File: src/rtl/walk_anim_ctrl.sv
// Tile-based player walk controller: two-state IDLE/WALK machine that moves the
// player one pixel per frame tick and sequences a 4-phase walk animation.
module walk_anim_ctrl #(
   parameter int FRAMES_PER_STEP = 8,
   parameter int X_MAX           = 624,
   parameter int Y_MAX           = 464
) (
   input  logic       clk,
   input  logic       rst_n,
   input  logic       frame_tick,
   input  logic [3:0] btn,
   input  logic       blocked,
   output logic [3:0] inputs,
   output logic [1:0] step,
   output logic [1:0] facing,
   output logic       moving,
   output logic [9:0] pos_x,
   output logic [9:0] pos_y
);

   typedef enum logic {S_IDLE, S_WALK} state_t;

   localparam logic [7:0] CNT_LAST = 8'(FRAMES_PER_STEP - 1);
   localparam logic [9:0] XM       = 10'(X_MAX);
   localparam logic [9:0] YM       = 10'(Y_MAX);

   state_t     r_state, w_state_nxt;
   logic [7:0] r_cnt, w_cnt_nxt, w_cnt_adv;
   logic [1:0] r_step, w_step_nxt, w_step_adv;
   logic [3:0] r_dir, w_dir_nxt, w_mdir;
   logic [1:0] r_facing, w_facing_nxt, w_req_face;
   logic [9:0] r_x, r_y, w_x_nxt, w_y_nxt, w_mx, w_my;
   logic       w_req_valid;

   // Can the player step one whole tile from (x,y) in direction d without leaving the map?
   function automatic logic f_in_bounds(input logic [3:0] d, input logic [9:0] x, input logic [9:0] y);
      case (d)
         4'b1000: f_in_bounds = (y != 10'd0);
         4'b0100: f_in_bounds = (y < YM);
         4'b0010: f_in_bounds = (x != 10'd0);
         4'b0001: f_in_bounds = (x < XM);
         default: f_in_bounds = 1'b0;
      endcase
   endfunction

   always_comb begin
      w_req_valid = (btn != 4'd0) && ((btn & (btn - 4'd1)) == 4'd0);
      case (btn)
         4'b1000: w_req_face = 2'd1;
         4'b0010: w_req_face = 2'd2;
         4'b0001: w_req_face = 2'd3;
         default: w_req_face = 2'd0;
      endcase

      if (r_cnt == CNT_LAST) begin
         w_cnt_adv  = 8'd0;
         w_step_adv = r_step + 2'd1;
      end else begin
         w_cnt_adv  = r_cnt + 8'd1;
         w_step_adv = r_step;
      end

      // While walking the latched direction drives motion; from IDLE the new request does.
      w_mdir = (r_state == S_WALK) ? r_dir : btn;
      w_mx   = r_x;
      w_my   = r_y;
      case (w_mdir)
         4'b1000: w_my = r_y - 10'd1;
         4'b0100: w_my = r_y + 10'd1;
         4'b0010: w_mx = r_x - 10'd1;
         4'b0001: w_mx = r_x + 10'd1;
         default: ;
      endcase

      w_state_nxt  = r_state;
      w_cnt_nxt    = r_cnt;
      w_step_nxt   = r_step;
      w_dir_nxt    = r_dir;
      w_facing_nxt = r_facing;
      w_x_nxt      = r_x;
      w_y_nxt      = r_y;

      if (frame_tick) begin
         case (r_state)
            S_IDLE: begin
               if (w_req_valid) begin
                  w_facing_nxt = w_req_face;
                  if (!blocked && f_in_bounds(btn, r_x, r_y)) begin
                     w_state_nxt = S_WALK;
                     w_dir_nxt   = btn;
                     w_x_nxt     = w_mx;
                     w_y_nxt     = w_my;
                     w_cnt_nxt   = w_cnt_adv;
                     w_step_nxt  = w_step_adv;
                  end
               end
            end
            S_WALK: begin
               w_x_nxt    = w_mx;
               w_y_nxt    = w_my;
               w_cnt_nxt  = w_cnt_adv;
               w_step_nxt = w_step_adv;
               if (w_mx[3:0] == 4'd0 && w_my[3:0] == 4'd0) begin
                  if (w_req_valid && !blocked && f_in_bounds(btn, w_mx, w_my)) begin
                     w_dir_nxt    = btn;
                     w_facing_nxt = w_req_face;
                  end else begin
                     w_state_nxt = S_IDLE;
                     w_dir_nxt   = 4'd0;
                     w_cnt_nxt   = 8'd0;
                     w_step_nxt  = 2'd0;
                     if (w_req_valid) w_facing_nxt = w_req_face;
                  end
               end
            end
            default: w_state_nxt = S_IDLE;
         endcase
      end
   end

   always_ff @(posedge clk or negedge rst_n) begin
      if (!rst_n) begin
         r_state  <= S_IDLE;
         r_cnt    <= 8'd0;
         r_step   <= 2'd0;
         r_dir    <= 4'd0;
         r_facing <= 2'd0;
         r_x      <= 10'd0;
         r_y      <= 10'd0;
      end else begin
         r_state  <= w_state_nxt;
         r_cnt    <= w_cnt_nxt;
         r_step   <= w_step_nxt;
         r_dir    <= w_dir_nxt;
         r_facing <= w_facing_nxt;
         r_x      <= w_x_nxt;
         r_y      <= w_y_nxt;
      end
   end

   assign inputs = r_dir;
   assign step   = r_step;
   assign facing = r_facing;
   assign moving = (r_state == S_WALK);
   assign pos_x  = r_x;
   assign pos_y  = r_y;

endmodule

File: config.mk
export PLATFORM = sky130hd
export DESIGN_NAME = walk_anim_ctrl
export DESIGN_NICKNAME = d
export VERILOG_FILES = /design/src/rtl/walk_anim_ctrl.sv
export SDC_FILE = /design/constraint.sdc
export NUM_CORES = 1
export LEC_CHECK = 0
export BUFFER_PORTS_ARGS = -buffer_cell sky130_fd_sc_hd__buf_2
export CAP_MARGIN = 20
export CORE_MARGIN = 10
export CORE_UTILIZATION = 60
export DETAILED_ROUTE_END_ITERATION = 10
export HOLD_SLACK_MARGIN = 0.03
export PLACE_DENSITY = 0.81
export SYNTH_ARGS = -nofsm -noshare
export SYNTH_HDL_FRONTEND = slang
export SYNTH_SLANG_ARGS = --single-unit
File: constraint.sdc
create_clock -name clk -period 4.2 [get_ports clk]
set_input_delay 0.42 -clock clk [delete_from_list [all_inputs] [get_ports clk]]
set_output_delay 0.42 -clock clk [all_outputs]
set_load 0.005 [all_outputs]
==> impl_results.html <==
<table>
<tr><th>Metric</th><th>Value</th></tr>
<tr><th colspan="2">Outcome</th></tr>
<tr><td>Status</td><td>completed</td></tr>
<tr><th colspan="2">Drt</th></tr>
<tr><td>Remaining DRCs</td><td>0</td></tr>
<tr><td>Post-detailed-routing wire length</td><td>~8400 um</td></tr>
<tr><td>Starting DRC count in detailed routing</td><td>256</td></tr>
<tr><td>Detail Route Antenna Nets</td><td>0</td></tr>
<tr><td>Via density</td><td>6.362</td></tr>
<tr><td>First-pass iteration count of the detailed router</td><td>7</td></tr>
<tr><td>Via count of the routed design</td><td>3270</td></tr>
<tr><td>Per-cell routed wire length</td><td>16.40 um</td></tr>
<tr><th colspan="2">Critical path</th></tr>
<tr><td>Critical path's largest stage delay</td><td>450 ps</td></tr>
<tr><td>Required time of the worst setup path</td><td>roughly 4400 ps</td></tr>
<tr><td>Startpoint kind of the worst setup timing path</td><td>flip-flop</td></tr>
<tr><td>Arrival time of the worst setup path</td><td>4120 ps</td></tr>
<tr><td>Setup slack on the worst flop-to-flop path</td><td>250 ps</td></tr>
<tr><td>Type of destination of the critical path</td><td>flip-flop</td></tr>
<tr><td>Critical Path Slowest Stage Cell</td><td>or3b_4</td></tr>
<tr><td>Worst Setup Path Type</td><td>flip-flop to flip-flop</td></tr>
<tr><td>Cells traversed along the worst timing path</td><td>or3b_4 &gt; o31ai_1 &gt; o21ai_1 &gt; buf_4 &gt; ha_1 &gt; a21oi_2 &gt; nand2_1 &gt; or2_2 &gt; o221a_2 &gt; o41a_1 &gt; a2bb2o_1 &gt; nand4_4 &gt; a21oi_4 &gt; o211ai_1</td></tr>
<tr><td>Largest driver fanout on the critical path</td><td>10</td></tr>
<tr><th colspan="2">Placed design</th></tr>
<tr><td>Total placed cells including tap cells</td><td>505</td></tr>
<tr><td>Worst setup slack before clock tree synthesis</td><td>-12.21 ps</td></tr>
<tr><td>Port-buffer cells</td><td>36</td></tr>
<tr><td>Placer Congestion</td><td>0.8779</td></tr>
<tr><td>Detailed-placement wirelength estimate</td><td>6225 um</td></tr>
<tr><th colspan="2">Clocking</th></tr>
<tr><td>Post-cts hold buffer count</td><td>0</td></tr>
<tr><td>Post-CTS setup-driven buffer insertion count</td><td>0</td></tr>
<tr><td>Source-to-sink clock delay at the later pin of the worst-skew pair</td><td>290 ps</td></tr>
<tr><td>TritonCTS sink count</td><td>37</td></tr>
<tr><td>Clock buffers created by TritonCTS</td><td>5</td></tr>
<tr><td>Maximum buffer depth of the clock tree</td><td>2</td></tr>
<tr><td>Clock tree from TritonCTS</td><td>built</td></tr>
<tr><td>Clock-pin slew on the worst setup and hold paths</td><td>70 ps</td></tr>
<tr><td>H-tree lvl count</td><td>2</td></tr>
<tr><td>Root buffer selected by CTS</td><td>clkbuf_8</td></tr>
<tr><th colspan="2">Power</th></tr>
<tr><td>Leakage power total</td><td>1.650 nW</td></tr>
<tr><td>Maximum ir drop on the vdd rail</td><td>402.7 uV</td></tr>
<tr><td>Total power draw</td><td>around 3.0 mW</td></tr>
<tr><td>Power Dens Cells</td><td>802.0 nW/um^2</td></tr>
<tr><th colspan="2">Logic synthesis</th></tr>
<tr><td>Largest family of logic cells by synthesized area</td><td>compound AO/OA/AOI/OAI gates</td></tr>
<tr><td>Top cells by area in the synthesized netlist</td><td>dfrtp_1 (28%), nand2_1 (7.1%), ha_1 (6.5%)</td></tr>
<tr><td>Number of distinct library cell variants in the gate-level netlist after synthesis</td><td>68</td></tr>
<tr><td>Post-synthesis mux area share</td><td>0.02241</td></tr>
<tr><td>Simple-gate area share of the yosys netlist</td><td>0.2552</td></tr>
<tr><td>Async set-or-reset flop fraction in the synthesized netlist</td><td>1.000</td></tr>
<tr><td>Number of warnings issued by yosys</td><td>0</td></tr>
<tr><td>Synthesized area</td><td>~3300 sq um</td></tr>
<tr><td>Commonest register cell after synthesis</td><td>dfrtp_1</td></tr>
<tr><td>#FFs+latches synth</td><td>37</td></tr>
<tr><td>Area share of the largest cell type after synthesis</td><td>0.2810</td></tr>
<tr><td>Adder-cell share of the synthesized area</td><td>0.07672</td></tr>
<tr><td>Net Count, Synth</td><td>between 400 and 500</td></tr>
<tr><td>Post-synthesis compound-gate area fraction</td><td>0.2624</td></tr>
<tr><td>Post-synthesis cell count</td><td>just over 400</td></tr>
<tr><td>Number of synthesized flops with an enable pin</td><td>0</td></tr>
<tr><td>Fraction of synthesized cell area in xor and xnor cells</td><td>0.04785</td></tr>
<tr><td>Part of the Yosys area used for sequential elements</td><td>0.2810</td></tr>
<tr><td>Mean post-synth cell area</td><td>8.035 sq um</td></tr>
<tr><td>Cell accounting for the most synthesized area</td><td>dfrtp_1</td></tr>
<tr><th colspan="2">GRT</th></tr>
<tr><td>Total overflow reported by the global router</td><td>0</td></tr>
<tr><td>First-pass GRT wire length</td><td>13990 um</td></tr>
<tr><td>Global router's overall resource usage</td><td>0.1862</td></tr>
<tr><td>Initial antenna violation count</td><td>0</td></tr>
<tr><td>Via count of the first global-routing pass</td><td>3044</td></tr>
<tr><td>Pin count of the biggest net entering global routing</td><td>38</td></tr>
<tr><th colspan="2">Timing</th></tr>
<tr><td>Worst-case hold slack</td><td>around 230 ps</td></tr>
<tr><td>Final Hold Fails</td><td>0</td></tr>
<tr><td>Transition time of the tightest slew-check pin</td><td>852.6 ps</td></tr>
<tr><td>Final critical path time including I/O delays and setup</td><td>approximately 4000 ps</td></tr>
<tr><td>Sum Neg Setup Slack</td><td>0 ps</td></tr>
<tr><td>Layout Skew</td><td>8.845 ps</td></tr>
<tr><td>Top achievable clock speed</td><td>253.0 MHz</td></tr>
<tr><td>RSZ-0062 raised after global routing</td><td>no</td></tr>
<tr><td>Relative max-transition margin</td><td>0.4316</td></tr>
<tr><td>Pins over their slew limit</td><td>0</td></tr>
<tr><td>Final cycle utilization of the critical path</td><td>0.9412</td></tr>
<tr><td>Count of final setup violators</td><td>0</td></tr>
<tr><td>Crit path setup slack, layout</td><td>246.9 ps</td></tr>
<tr><th colspan="2">Die</th></tr>
<tr><td>Die X-Extent</td><td>94.10 um</td></tr>
<tr><td>Starting utilization of the core area</td><td>0.6329</td></tr>
<tr><td>Std-Cell Rows</td><td>26</td></tr>
<tr><td>Die Y</td><td>94.10 um</td></tr>
<tr><td>Num ports</td><td>37</td></tr>
<tr><td>Area of the die</td><td>8855 sq um</td></tr>
<tr><td>Core Region</td><td>about 5200 sq um</td></tr>
<tr><th colspan="2">Finish</th></tr>
<tr><td>Post-Layout Cell Count</td><td>514</td></tr>
<tr><td>Footprint of the flip-flops and latches</td><td>927.1 sq um</td></tr>
<tr><td>Antenna fix cells</td><td>0</td></tr>
<tr><td>P&amp;R area growth vs syn</td><td>11.77%</td></tr>
<tr><td>Fraction of layout cells with a size suffix above 1</td><td>0.1667</td></tr>
<tr><td>Commonest non-fill, non-tap cell in the layout</td><td>nand2_1</td></tr>
<tr><td>FILL cells</td><td>427</td></tr>
<tr><td>Commonest cells after routing, fill and taps aside</td><td>nand2_1 (62), dfrtp_1 (36), buf_2 (36)</td></tr>
<tr><td>Multi-input logic area</td><td>2255 sq um</td></tr>
<tr><td>Total number of nets in the final design</td><td>470</td></tr>
<tr><th colspan="2">Min path</th></tr>
<tr><td>Class of the most critical hold timing path</td><td>input pin to async pin</td></tr>
<tr><th colspan="2">Flow run</th></tr>
<tr><td>Number of max-cap violations</td><td>0</td></tr>
</table>
## repair_timing
action,in CTS,in global routing
setup endpoints to repair,6,15
pin swaps,0,1
gates cloned,0,1
gates resized for setup,1,11
## Yosys cell counts (all sizes together) (3+ instances only)
cell type and number:
a21o 3, a21oi 30, a221oi 3, a22o 3, a31oi 6, and3 4, and3b 3, buf 11
clkbuf 5, dfrtp 37, ha 17, inv 21, mux2 3, mux2i 4, nand2 62, nand2b 10
nand3 10, nand3b 4, nor2 24, nor3 19, nor3b 5, nor4 5, nor4b 3, o2111ai 3
o211ai 8, o21ai 29, o31a 3, o31ai 11, o41ai 3, or2 3, or4 4, xnor2 6
xor2 12
## per-stage QoR
stage	cell area [sq um]	utilization
finish	3682	0.7075
global route	3682	0.7075
CTS	3621	0.6957
detailed placement	3500	0.6724
global placement	3500	0.6724
floorplan	3294	-
## routing by layer
metal,wire [um],GRT usage
met5,0,0
met4,118,0.04051
met3,507,0.03677
met2,3985,0.3174
met1,3819,0.2359
## kinds of logic after synthesis
group,Yosys count
mux,7
buf+inv,37
compound gates,126
flops,37
simple gates,166
fa+ha+maj,19
xor+xnor,18
## final timing paths
kind                       startpoint  depth (start not counted)        to
max                         inputs[1]                         14  r_cnt[5]
min                             rst_n                          1  pos_y[1]
max reg2reg                 inputs[1]                         14  r_cnt[5]
min reg2reg                   step[1]                          1   step[1]
max in group asynchronous       rst_n                          1    moving
min in group clk           frame_tick                          2    moving
## worst max-delay path: cells and delay by family, from the launching register on
family | cells | cell delay [ps]
compound gates | 8 | 1770
simple gates | 4 | 1080
flops | 1 | 440
fa+ha+maj | 1 | 350
buf+inv | 1 | 190
## registers in the layout (all words and copies together), names as in the netlist
| register | flops |
|---|---|
| step | 2 |
| moving | 1 |
| pos_x | 10 |
| facing | 2 |
| inputs | 4 |
| r_cnt | 8 |
| pos_y | 10 |
## area by class of cell
class,count,share of cell area
clock buffers,7,0.02345
clock inverters,1,0.008155
inverters,21,0.02141
multi-input cells,337,0.6123
flip-flops and latches,37,0.2518
well taps,70,0.02379
repair buffers,41,0.05912
## power by group
part / internal, mW / switching (mW) / leakage, nW
registers: 0.482 / 0.195 / 0.445
clock network: 0.194 / 0.130 / 0.0585
logic: 0.801 / 1.15 / 1.15
total: 1.48 / 1.48 / 1.65
Power figures use the tool's default switching activity.
